### src/rtl/serial_adder_pkg.sv
// Shared definitions for the serial chunk adder.
//
// Contents:
//   state_e   : controller states (IDLE, BUSY, DONE).
//   cnt_width : chunk-counter width, clog2(nchunk) but never less than 1 bit.
//
// Optional feature macro honoured by the files that import this package:
//   SERIAL_ADDER_SUB_EN (adds a subtract control input).
package serial_adder_pkg;

  typedef enum logic [1:0] {
    IDLE = 2'd0,
    BUSY = 2'd1,
    DONE = 2'd2
  } state_e;

  function automatic int cnt_width(input int nchunk);
    int w;
    w = $clog2(nchunk);
    return (w < 1) ? 1 : w;
  endfunction

endpackage

### src/rtl/serial_chunk_adder_if.sv
// Handshake/data bundle for the serial chunk adder.
//
// Signals:
//   in_valid, in_ready : input handshake; a, b, cin (and sub) travel with it.
//   out_valid, out_ready : output handshake; sum, cout, ovf travel with it.
//
// Handshake rule (both channels): a transfer happens on a rising clock edge
// where valid and ready are both 1. The producer keeps its data steady while
// valid is high, and the consumer may hold ready low for any number of cycles.
//
// Modports:
//   master : the side that supplies operands and consumes results.
//   slave  : the adder itself.
//
// Optional feature macro: SERIAL_ADDER_SUB_EN adds the 1-bit 'sub' input.
interface serial_chunk_adder_if #(
  parameter int WIDTH = 32
);
  logic             in_valid;
  logic             in_ready;
  logic [WIDTH-1:0] a;
  logic [WIDTH-1:0] b;
  logic             cin;
`ifdef SERIAL_ADDER_SUB_EN
  logic             sub;
`endif
  logic             out_valid;
  logic             out_ready;
  logic [WIDTH-1:0] sum;
  logic             cout;
  logic             ovf;

  modport master (
    output in_valid, a, b, cin,
`ifdef SERIAL_ADDER_SUB_EN
    output sub,
`endif
    output out_ready,
    input  in_ready, out_valid, sum, cout, ovf
  );

  modport slave (
    input  in_valid, a, b, cin,
`ifdef SERIAL_ADDER_SUB_EN
    input  sub,
`endif
    input  out_ready,
    output in_ready, out_valid, sum, cout, ovf
  );

endinterface

### src/rtl/chunk_ripple_adder.sv
// Combinational CHUNK-bit ripple-carry adder used for one slice per clock.
//
// Ports:
//   x, y   : CHUNK-bit addends
//   ci     : carry into bit 0
//   s      : CHUNK-bit sum
//   co     : carry out of the top bit
//   c_msb  : carry into the top bit (used for signed overflow detection)
module chunk_ripple_adder #(
  parameter int CHUNK = 8
) (
  input  logic [CHUNK-1:0] x,
  input  logic [CHUNK-1:0] y,
  input  logic             ci,
  output logic [CHUNK-1:0] s,
  output logic             co,
  output logic             c_msb
);

  logic [CHUNK:0] c;

  // One procedural loop keeps the carry chain in a single block so the
  // bit-to-bit dependency is ordered explicitly.
  always_comb begin
    c    = '0;
    s    = '0;
    c[0] = ci;
    for (int i = 0; i < CHUNK; i++) begin
      s[i]   = x[i] ^ y[i] ^ c[i];
      c[i+1] = (x[i] & y[i]) | (c[i] & (x[i] ^ y[i]));
    end
  end

  assign co    = c[CHUNK];
  assign c_msb = c[CHUNK-1];

endmodule

### src/rtl/serial_chunk_adder.sv
// Multi-cycle adder: WIDTH-bit operands are added CHUNK bits per clock with a
// registered carry linking consecutive chunks.
//
// Ports:
//   clk       : rising-edge clock
//   rst_n     : asynchronous active-low reset
//   bus       : slave side of serial_chunk_adder_if (operands in, result out)
//   dbg_state : current controller state
//
// Operation: IDLE accepts an operand set, BUSY spends NCHUNK cycles adding
// one chunk per cycle (LSB chunk first), DONE presents the frozen result until
// the consumer takes it.
//
// Optional feature macro: SERIAL_ADDER_SUB_EN. When defined, bus.sub = 1
// computes a - b (B inverted at latch time, carry forced to 1, cin ignored).
module serial_chunk_adder
  import serial_adder_pkg::*;
#(
  parameter int WIDTH = 32,
  parameter int CHUNK = 8
) (
  input  logic                  clk,
  input  logic                  rst_n,
  serial_chunk_adder_if.slave   bus,
  output state_e                dbg_state
);

  localparam int NCHUNK = WIDTH / CHUNK;
  localparam int CNT_W  = cnt_width(NCHUNK);

  generate
    if ((WIDTH % CHUNK) != 0) begin : g_bad_width
      $error("serial_chunk_adder: WIDTH must be a multiple of CHUNK");
    end
  endgenerate

  state_e             state_q, state_d;
  logic [CNT_W-1:0]   cnt_q, cnt_d;
  logic               carry_q, carry_d;
  logic [WIDTH-1:0]   a_q, a_d;
  logic [WIDTH-1:0]   b_q, b_d;
  logic [WIDTH-1:0]   sum_q, sum_d;
  logic               cout_q, cout_d;
  logic               ovf_q, ovf_d;

  logic               sub_in;
  logic               last_chunk;
  logic [CHUNK-1:0]   chunk_s;
  logic               chunk_co;
  logic               chunk_c_msb;
  logic [WIDTH+CHUNK-1:0] sum_shift;

`ifdef SERIAL_ADDER_SUB_EN
  assign sub_in = bus.sub;
`else
  assign sub_in = 1'b0;
`endif

  assign last_chunk = (cnt_q == CNT_W'(NCHUNK - 1));

  chunk_ripple_adder #(
    .CHUNK (CHUNK)
  ) u_chunk (
    .x     (a_q[CHUNK-1:0]),
    .y     (b_q[CHUNK-1:0]),
    .ci    (carry_q),
    .s     (chunk_s),
    .co    (chunk_co),
    .c_msb (chunk_c_msb)
  );

  // New chunk enters at the top; after NCHUNK shifts chunk 0 sits at the LSB.
  // Built on a wider vector so the NCHUNK == 1 case needs no empty slice.
  assign sum_shift = {chunk_s, sum_q};

  // State register and datapath flops.
  always_ff @(posedge clk or negedge rst_n) begin
    if (!rst_n) begin
      state_q <= IDLE;
      cnt_q   <= '0;
      carry_q <= 1'b0;
      a_q     <= '0;
      b_q     <= '0;
      sum_q   <= '0;
      cout_q  <= 1'b0;
      ovf_q   <= 1'b0;
    end else begin
      state_q <= state_d;
      cnt_q   <= cnt_d;
      carry_q <= carry_d;
      a_q     <= a_d;
      b_q     <= b_d;
      sum_q   <= sum_d;
      cout_q  <= cout_d;
      ovf_q   <= ovf_d;
    end
  end

  // Next-state logic.
  always_comb begin
    state_d = state_q;
    unique case (state_q)
      IDLE:    if (bus.in_valid)  state_d = BUSY;
      BUSY:    if (last_chunk)    state_d = DONE;
      DONE:    if (bus.out_ready) state_d = IDLE;
      default: state_d = IDLE;
    endcase
  end

  // Handshake outputs decoded from state only.
  always_comb begin
    bus.in_ready  = 1'b0;
    bus.out_valid = 1'b0;
    unique case (state_q)
      IDLE:    bus.in_ready  = 1'b1;
      DONE:    bus.out_valid = 1'b1;
      default: ;
    endcase
  end

  // Datapath next values.
  always_comb begin
    a_d     = a_q;
    b_d     = b_q;
    carry_d = carry_q;
    cnt_d   = cnt_q;
    sum_d   = sum_q;
    cout_d  = cout_q;
    ovf_d   = ovf_q;
    unique case (state_q)
      IDLE: begin
        if (bus.in_valid) begin
          a_d     = bus.a;
          // Subtraction is a + ~b + 1: invert B here and force the carry in.
          b_d     = bus.b ^ {WIDTH{sub_in}};
          carry_d = sub_in | bus.cin;
          cnt_d   = '0;
        end
      end
      BUSY: begin
        a_d     = a_q >> CHUNK;
        b_d     = b_q >> CHUNK;
        sum_d   = sum_shift[WIDTH+CHUNK-1:CHUNK];
        carry_d = chunk_co;
        cnt_d   = cnt_q + CNT_W'(1);
        if (last_chunk) begin
          cout_d = chunk_co;
          ovf_d  = chunk_co ^ chunk_c_msb;
        end
      end
      default: ;
    endcase
  end

  assign bus.sum   = sum_q;
  assign bus.cout  = cout_q;
  assign bus.ovf   = ovf_q;
  assign dbg_state = state_q;

endmodule
### src/flat_wrapper.sv
// flat-port wrapper written by rule: the top's interface ports become plain ports
module serial_chunk_adder_flat import serial_adder_pkg::*;
#(
  parameter int WIDTH = 32,
  parameter int CHUNK = 8
)
  (clk, rst_n, dbg_state, bus_in_valid, bus_a, bus_b, bus_cin, bus_out_ready, bus_in_ready, bus_out_valid, bus_sum, bus_cout, bus_ovf);
  serial_chunk_adder_if #(.WIDTH(WIDTH)) bus_i ();
  input  logic clk;
  input  logic rst_n;
  output state_e dbg_state;
  input wire logic [$bits(bus_i.in_valid)-1:0] bus_in_valid;
  input wire logic [$bits(bus_i.a)-1:0] bus_a;
  input wire logic [$bits(bus_i.b)-1:0] bus_b;
  input wire logic [$bits(bus_i.cin)-1:0] bus_cin;
  input wire logic [$bits(bus_i.out_ready)-1:0] bus_out_ready;
  output wire logic [$bits(bus_i.in_ready)-1:0] bus_in_ready;
  output wire logic [$bits(bus_i.out_valid)-1:0] bus_out_valid;
  output wire logic [$bits(bus_i.sum)-1:0] bus_sum;
  output wire logic [$bits(bus_i.cout)-1:0] bus_cout;
  output wire logic [$bits(bus_i.ovf)-1:0] bus_ovf;
  assign bus_i.in_valid = bus_in_valid;
  assign bus_i.a = bus_a;
  assign bus_i.b = bus_b;
  assign bus_i.cin = bus_cin;
  assign bus_i.out_ready = bus_out_ready;
  assign bus_in_ready = bus_i.in_ready;
  assign bus_out_valid = bus_i.out_valid;
  assign bus_sum = bus_i.sum;
  assign bus_cout = bus_i.cout;
  assign bus_ovf = bus_i.ovf;
  serial_chunk_adder #(.WIDTH(WIDTH), .CHUNK(CHUNK)) u_core (.clk(clk), .rst_n(rst_n), .bus(bus_i), .dbg_state(dbg_state));
endmodule
### config.mk
export PLATFORM = sky130hd
export DESIGN_NAME = serial_chunk_adder_flat
export DESIGN_NICKNAME = d
export VERILOG_FILES = /design/src/rtl/serial_adder_pkg.sv /design/src/rtl/serial_chunk_adder_if.sv /design/src/rtl/chunk_ripple_adder.sv /design/src/rtl/serial_chunk_adder.sv /design/src/flat_wrapper.sv
export SDC_FILE = /design/constraint.sdc
export NUM_CORES = 1
export LEC_CHECK = 0
export CORE_MARGIN = 2
export CORE_UTILIZATION = 50
export DETAILED_ROUTE_END_ITERATION = 16
export PLACE_DENSITY = 0.8
export SLEW_MARGIN = 20
export SYNTH_ARGS = -nofsm -noshare
export SYNTH_HDL_FRONTEND = slang
export SYNTH_SLANG_ARGS = --single-unit
### constraint.sdc
create_clock -name clk -period 9.51 [get_ports clk]
set_input_delay 0.951 -clock clk [delete_from_list [all_inputs] [get_ports clk]]
set_output_delay 0.951 -clock clk [all_outputs]
set_load 0.005 [all_outputs]
Word level (Yosys, flattened, before mapping). Cells that the tools add are included.

Add/subtract/negate cells: 1. Equality and inequality tests: 6. Multiplexer cells: 14. Bitwise logic cells: 41. Reduce and logical (&&, ||, !) cells: 5.

Operators by type and width (count): 32-bit case mux with 2 select lines (2); 32-bit 2-to-1 mux (2); 1-bit bitwise XOR (17); 1-bit bitwise AND (16); 2-bit 2-to-1 mux (4); 1-bit bitwise OR (8); 2-bit case mux with 3 select lines (1); 2-bit == test, second input constant (2); 2-bit != test, second input constant (2); 2-bit case mux with 2 select lines (1); 2-bit AND reduction (2); 1-bit 2-to-1 mux (3); 3-bit AND reduction (1); 2-bit by 1-bit adder with 2-bit output, second input constant (1); 2-bit by 1-bit == test with 1-bit output, second input constant (1); 2-bit zero test (1); 2-bit by 1-bit != test with 1-bit output, second input constant (1); 1-bit case mux with 2 select lines (1); 2-bit nonzero test (1).

Register bits after elaboration: 103. Logic and storage cells: 75.

Longest topological paths before layout.
Depth after elaboration: 18. Mapped depth: 13.

Modules after synthesis. Synthesis repeated with hierarchy kept, for this count alone.

Cells, all modules: 446. Area, all modules: 4509.3 µm².

Modules (own cells, without submodules): serial_chunk_adder (times used 1, cells each 428, area each 4311.6 µm²); chunk_ripple_adder (times used 1, cells each 18, area each 197.7 µm²).

Least setup slack after synthesis. Ideal clock, no wire load.

Path kind: reg-to-reg. Start: register u_core.b_q[0]. End: register u_core.sum_q[31], in the netlist u_core.bus.sum[31]. Setup time: 83 ps. Data arrival time: 3939 ps. Required time: 9427 ps. Slack: 5488 ps. Stages on the path, launching flop included: 13. Buffers on the path: 0. Period minus slack after synthesis: 4022 ps. Path through: dfrtp_1 > fa_1 > fa_1 > fa_1 > fa_1 > fa_1 > inv_1 > fa_1 > inv_1 > fa_1 > inv_1 > fa_1 > o21ai_0.

Word-level cells in the longest chain between the ends: 16.

RTL lines: start, declared (line serial_chunk_adder.sv:41) `logic [WIDTH-1:0] b_q, b_d;`; start signal, assigned (line serial_chunk_adder.sv:83) `b_q <= '0;`; start signal, assigned (line serial_chunk_adder.sv:92) `b_q <= b_d;`; 1-bit bitwise XOR (line chunk_ripple_adder.sv:30) `c[i+1] = (x[i] & y[i]) | (c[i] & (x[i] ^ y[i]));`; 1-bit bitwise AND (line chunk_ripple_adder.sv:30); 1-bit bitwise OR (*) (line chunk_ripple_adder.sv:30); 1-bit bitwise AND (*) (line chunk_ripple_adder.sv:30); 1-bit bitwise OR (*) (line chunk_ripple_adder.sv:30); 1-bit bitwise AND (*) (line chunk_ripple_adder.sv:30); 1-bit bitwise OR (*) (line chunk_ripple_adder.sv:30); 1-bit bitwise AND (*) (line chunk_ripple_adder.sv:30); 1-bit bitwise OR (*) (line chunk_ripple_adder.sv:30); 1-bit bitwise AND (*) (line chunk_ripple_adder.sv:30); 1-bit bitwise OR (*) (line chunk_ripple_adder.sv:30); 1-bit bitwise AND (*) (line chunk_ripple_adder.sv:30); 1-bit bitwise OR (*) (line chunk_ripple_adder.sv:30); 1-bit bitwise AND (*) (line chunk_ripple_adder.sv:30); 1-bit bitwise OR (*) (line chunk_ripple_adder.sv:30); 1-bit bitwise XOR (*) (line chunk_ripple_adder.sv:29) `s[i] = x[i] ^ y[i] ^ c[i];`; end signal, assigned (line serial_chunk_adder.sv:93) `sum_q <= sum_d;`; end, declared (line serial_chunk_adder.sv:42) `logic [WIDTH-1:0] sum_q, sum_d;`.

Mark *: on every way between the ends. The rest lies on a longest branch, timed or not. A chain may end at the register's enable or synchronous reset.

Final worst setup path.
Start: register u_core.b_q[0]. End: register u_core.ovf_q, in the netlist u_core.bus.ovf.

Word-level cells in the longest chain between the ends: 18.

RTL lines: 1-bit bitwise XOR (line chunk_ripple_adder.sv:30); 1-bit bitwise AND (line chunk_ripple_adder.sv:30); 1-bit bitwise OR (*) (line chunk_ripple_adder.sv:30); 1-bit bitwise AND (*) (line chunk_ripple_adder.sv:30); 1-bit bitwise OR (*) (line chunk_ripple_adder.sv:30); 1-bit bitwise AND (*) (line chunk_ripple_adder.sv:30); 1-bit bitwise OR (*) (line chunk_ripple_adder.sv:30); 1-bit bitwise AND (*) (line chunk_ripple_adder.sv:30); [2 not listed]; 1-bit bitwise OR (*) (line chunk_ripple_adder.sv:30); 1-bit bitwise AND (*) (line chunk_ripple_adder.sv:30); 1-bit bitwise OR (*) (line chunk_ripple_adder.sv:30); 1-bit bitwise AND (*) (line chunk_ripple_adder.sv:30); 1-bit bitwise OR (*) (line chunk_ripple_adder.sv:30); 1-bit bitwise AND (line chunk_ripple_adder.sv:30); 1-bit bitwise OR (line chunk_ripple_adder.sv:30); 1-bit bitwise XOR (*) (line serial_chunk_adder.sv:148) `ovf_d = chunk_co ^ chunk_c_msb;`; end signal, assigned (line serial_chunk_adder.sv:95) `ovf_q <= ovf_d;`; end, declared (line serial_chunk_adder.sv:44) `logic ovf_q, ovf_d;`.

Marks and branches as above.

==> results by group <==
Global routing
  • First-pass GRT wire length: 16,600 um
  • All-Layer GR Usage: 0.211
  • Initial antenna violation count: 0
  • Vias in the first global route: around 3,400
  • Largest net degree at the start of global routing: 69
  • GRT overflow: 0

Timing
  • Crit path time final: ~4.2 ns
  • Skew final: 0.00607 ns
  • Total Neg Setup Slack: 0 ns
  • Max Clock Freq: 238 MHz
  • Slew margin rel.: 0.443
  • Final WS setup: around 5.3 ns
  • Setup violations, final: 0
  • Unrepaired setup endpoints after global routing: false
  • Endpoints failing hold: 0
  • Fin crit share: 0.442
  • Worst Tran Pin Value: 0.835 ns
  • Final Slew Violations: 0
  • Worst slack on hold paths: 0.504 ns

CTS
  • Longest Clk Path Bufs: 2
  • TritonCTS Sinks: 103
  • Post-CTS Setup Bufs: 0
  • Cts bufs inserted: 9
  • Skew-Pair Late Insertion Delay: 0.36 ns
  • Clock Pin Slew Worst Setup and Hold Paths: 0.09 ns
  • CTS tree: built
  • Post-CTS resize count: 0
  • CTS Hold Bufs: 0
  • CTS H-tree lvls: 3
  • Clock root buffer: clkbuf_8

Logic synthesis
  • Post-synthesis sequential area ratio: 0.566
  • Synthesized area: 4550 um2
  • EDFF count, synth: 0
  • Async set or reset register ratio after synthesis: 1.00
  • Synth Net Count: 466
  • Largest cells by area after synthesis: dfrtp_1, o22ai_1, mux2_2, a21oi_1, fa_1
  • Share of the synthesized area in the top cell type: 0.566
  • Flops & latches, synth: 103
  • Cell taking the most area after synthesis: dfrtp_1
  • Syn Inst Count: 388
  • Post-Syn Area per Cell: 11.7 um2
  • Synth warnings: 0
  • Post-synth cell types: 31
  • Top_reg_cell synth: dfrtp_1

Hold path
  • WHS Endpoint: u_core.a_q[31]
  • Hold_sp: u_core.a_q[31]
  • Hold Path Cell Cnt: 1
  • Hold Path Class: reg2reg

Setup path
  • Crit path kind: reg2reg
  • Worst path max stage delay: 0.47 ns
  • CP max FO: 3
  • CP Capture Type: register
  • CP Cell Sequence: fa_1 > fa_1 > fa_1 > fa_1 > fa_1 > inv_1 > fa_1 > inv_1 > fa_1 > inv_1 > fa_1 > xor2_1 > o21ai_0
  • Most used cell, CP: fa_1
  • Reg-to-reg endpoint: u_core.bus.ovf
  • Slowest cell on crit path: fa_1
  • FF-to-FF path depth: 13
  • Startpoint class of the critical path: register
  • R2r setup slk: 5.30 ns
  • Worst Path Arrival: 4.43 ns
  • Critical Path RT: ~9.7 ns
  • Reg2reg start: u_core.b_q[0]

Cells and area
  • Fillers: 689
  • Most common cell after layout, fill and taps aside: clkdlybuf4s50_1
  • Fin area: 5730 um2
  • Share of layout cells above drive strength 1: 0.123
  • Area growth syn-to-layout: 25.9%
  • Antenna cell count: 0
  • Most frequent cells in the layout: clkdlybuf4s50_1, dfrtp_1, o22ai_1, a21oi_1, mux2_2
  • Fin nets: roughly 550

Route
  • First-pass DRT Iterations: 4
  • DR iter-0 viols: about 220
  • Routed Antenna Nets: 0
  • Residual DRC: 0
  • Wirelength per Cell: 17.1 um
  • Via density: 5.85
  • Detailed Route WL: about 10,000 um
  • Routed vias: 3,437

Floorplanning
  • Chip Height: slightly below 100 um
  • Core area: 8760 um2
  • Row count: 34
  • Die W: approximately 99 um
  • Initial Utilization: 0.519
  • # IOs: 107
  • DIE AREA: 9880 um2

Power and ir drop
  • VDD IR max: about 0.20 mV
  • Lkg Pwr: ~2.3 nW
  • Pwr dens: between 300 and 400 nW/um2

Place
  • Detailed Place HPWL: 6750 um
  • Cell Area, Placed: ~5500 um2
  • RD Place Congestion: between 0.8 and 0.9
  • PortBufs: 106
  • DP Worst Slack: 5.29 ns

Status
  • Status: finished clean

Job
  • Max Cap Viol: 0
-- cell families (layout without fill, tap and decap cells) --
group | after synthesis | after routing | synth area share
adders and majority gates | 9 | 9 | 0.0379
xor gates and xnor gates | 1 | 1 | 0.00192
and+or+nand+nor | 44 | 44 | 0.0456
buffers and inverters | 43 | 135 | 0.0635
muxes | 30 | 30 | 0.0742
AOI/OAI and AO/OA | 158 | 158 | 0.211
DFF | 103 | 103 | 0.566
-- per-layer routing --
layer	vias to the layer above	wire length, um	GRT usage
li1	1621	-	-
met1	1679	4600	0.308
met2	124	4720	0.332
met3	13	564	0.0302
met4	0	144	0.0643
met5	-	0	0
-- Yosys cell counts, types with 8 or more instances --
cell / n
inv_1: 9
nor2_1: 20
o21ai_0: 21
dfrtp_1: 103
mux2_2: 30
fa_1: 8
a21oi_1: 46
buf_2: 12
buf_6: 13
a22o_1: 8
nand2_1: 13
o22ai_1: 74
-- registers in the layout, indices dropped and copies added (netlist names) --
name / flops
u_core.a_q: 32
u_core.b_q: 32
u_core.bus.cout: 1
u_core.bus.ovf: 1
u_core.bus.sum: 32
u_core.carry_q: 1
u_core.cnt_q: 2
u_core.dbg_state: 2
-- worst max-delay path by stage --
| stage | from | to | slack (ns) | cells after the start |
|---|---|---|---|---|
| final | u_core.b_q[0] | u_core.bus.ovf | 5.30 | 13 |
| after global routing | u_core.b_q[0] | u_core.bus.sum[31] | 5.04 | 12 |
| after CTS | u_core.b_q[0] | u_core.bus.sum[31] | 5.26 | 12 |
| after detailed placement | u_core.b_q[0] | u_core.bus.sum[31] | 5.29 | 12 |
| after global placement | u_core.b_q[0] | u_core.bus.sum[31] | 5.38 | 12 |
| after floorplan | u_core.b_q[0] | u_core.bus.sum[31] | 5.49 | 12 |
-- worst max-delay path: cells and delay by family, from the launching register on --
kind | cells | cell delay (ns)
adder cells (fa/ha/maj) | 8 | 3.15
flip-flops | 1 | 0.43
XOR/XNOR | 1 | 0.15
buffers and inverters | 3 | 0.25
AO/OA/AOI/OAI | 1 | 0.10
-- power breakdown --
part | leakage (nW) | switching (mW) | internal, mW
clock | 0.102 | 0.144 | 0.147
combinational | 1.01 | 0.390 | 0.476
sequential | 1.23 | 0.177 | 0.656
total | 2.34 | 0.711 | 1.28
-- metrics by stage --
step / power (mW) / util / instances
after floorplan: 1.43 / - / 388
after global routing: 2.15 / 0.654 / 588
final: 1.99 / 0.654 / 588
after CTS: 2.01 / 0.654 / 588
after global placement: 1.66 / 0.629 / 572
after detailed placement: 1.71 / 0.629 / 572
-- layout make-up --
cell class              instances  area [um2]  share of cell area
flip-flops and latches        103        2580               0.450
multi-input cells             242        1690               0.294
repair buffers                109        1080               0.189
well taps                     108         135              0.0236
clock buffers                  10         128              0.0223
clock inverters                 6        85.1              0.0149
inverters                      10        37.5             0.00655
Note: power is estimated with default switching activity, not from simulation.
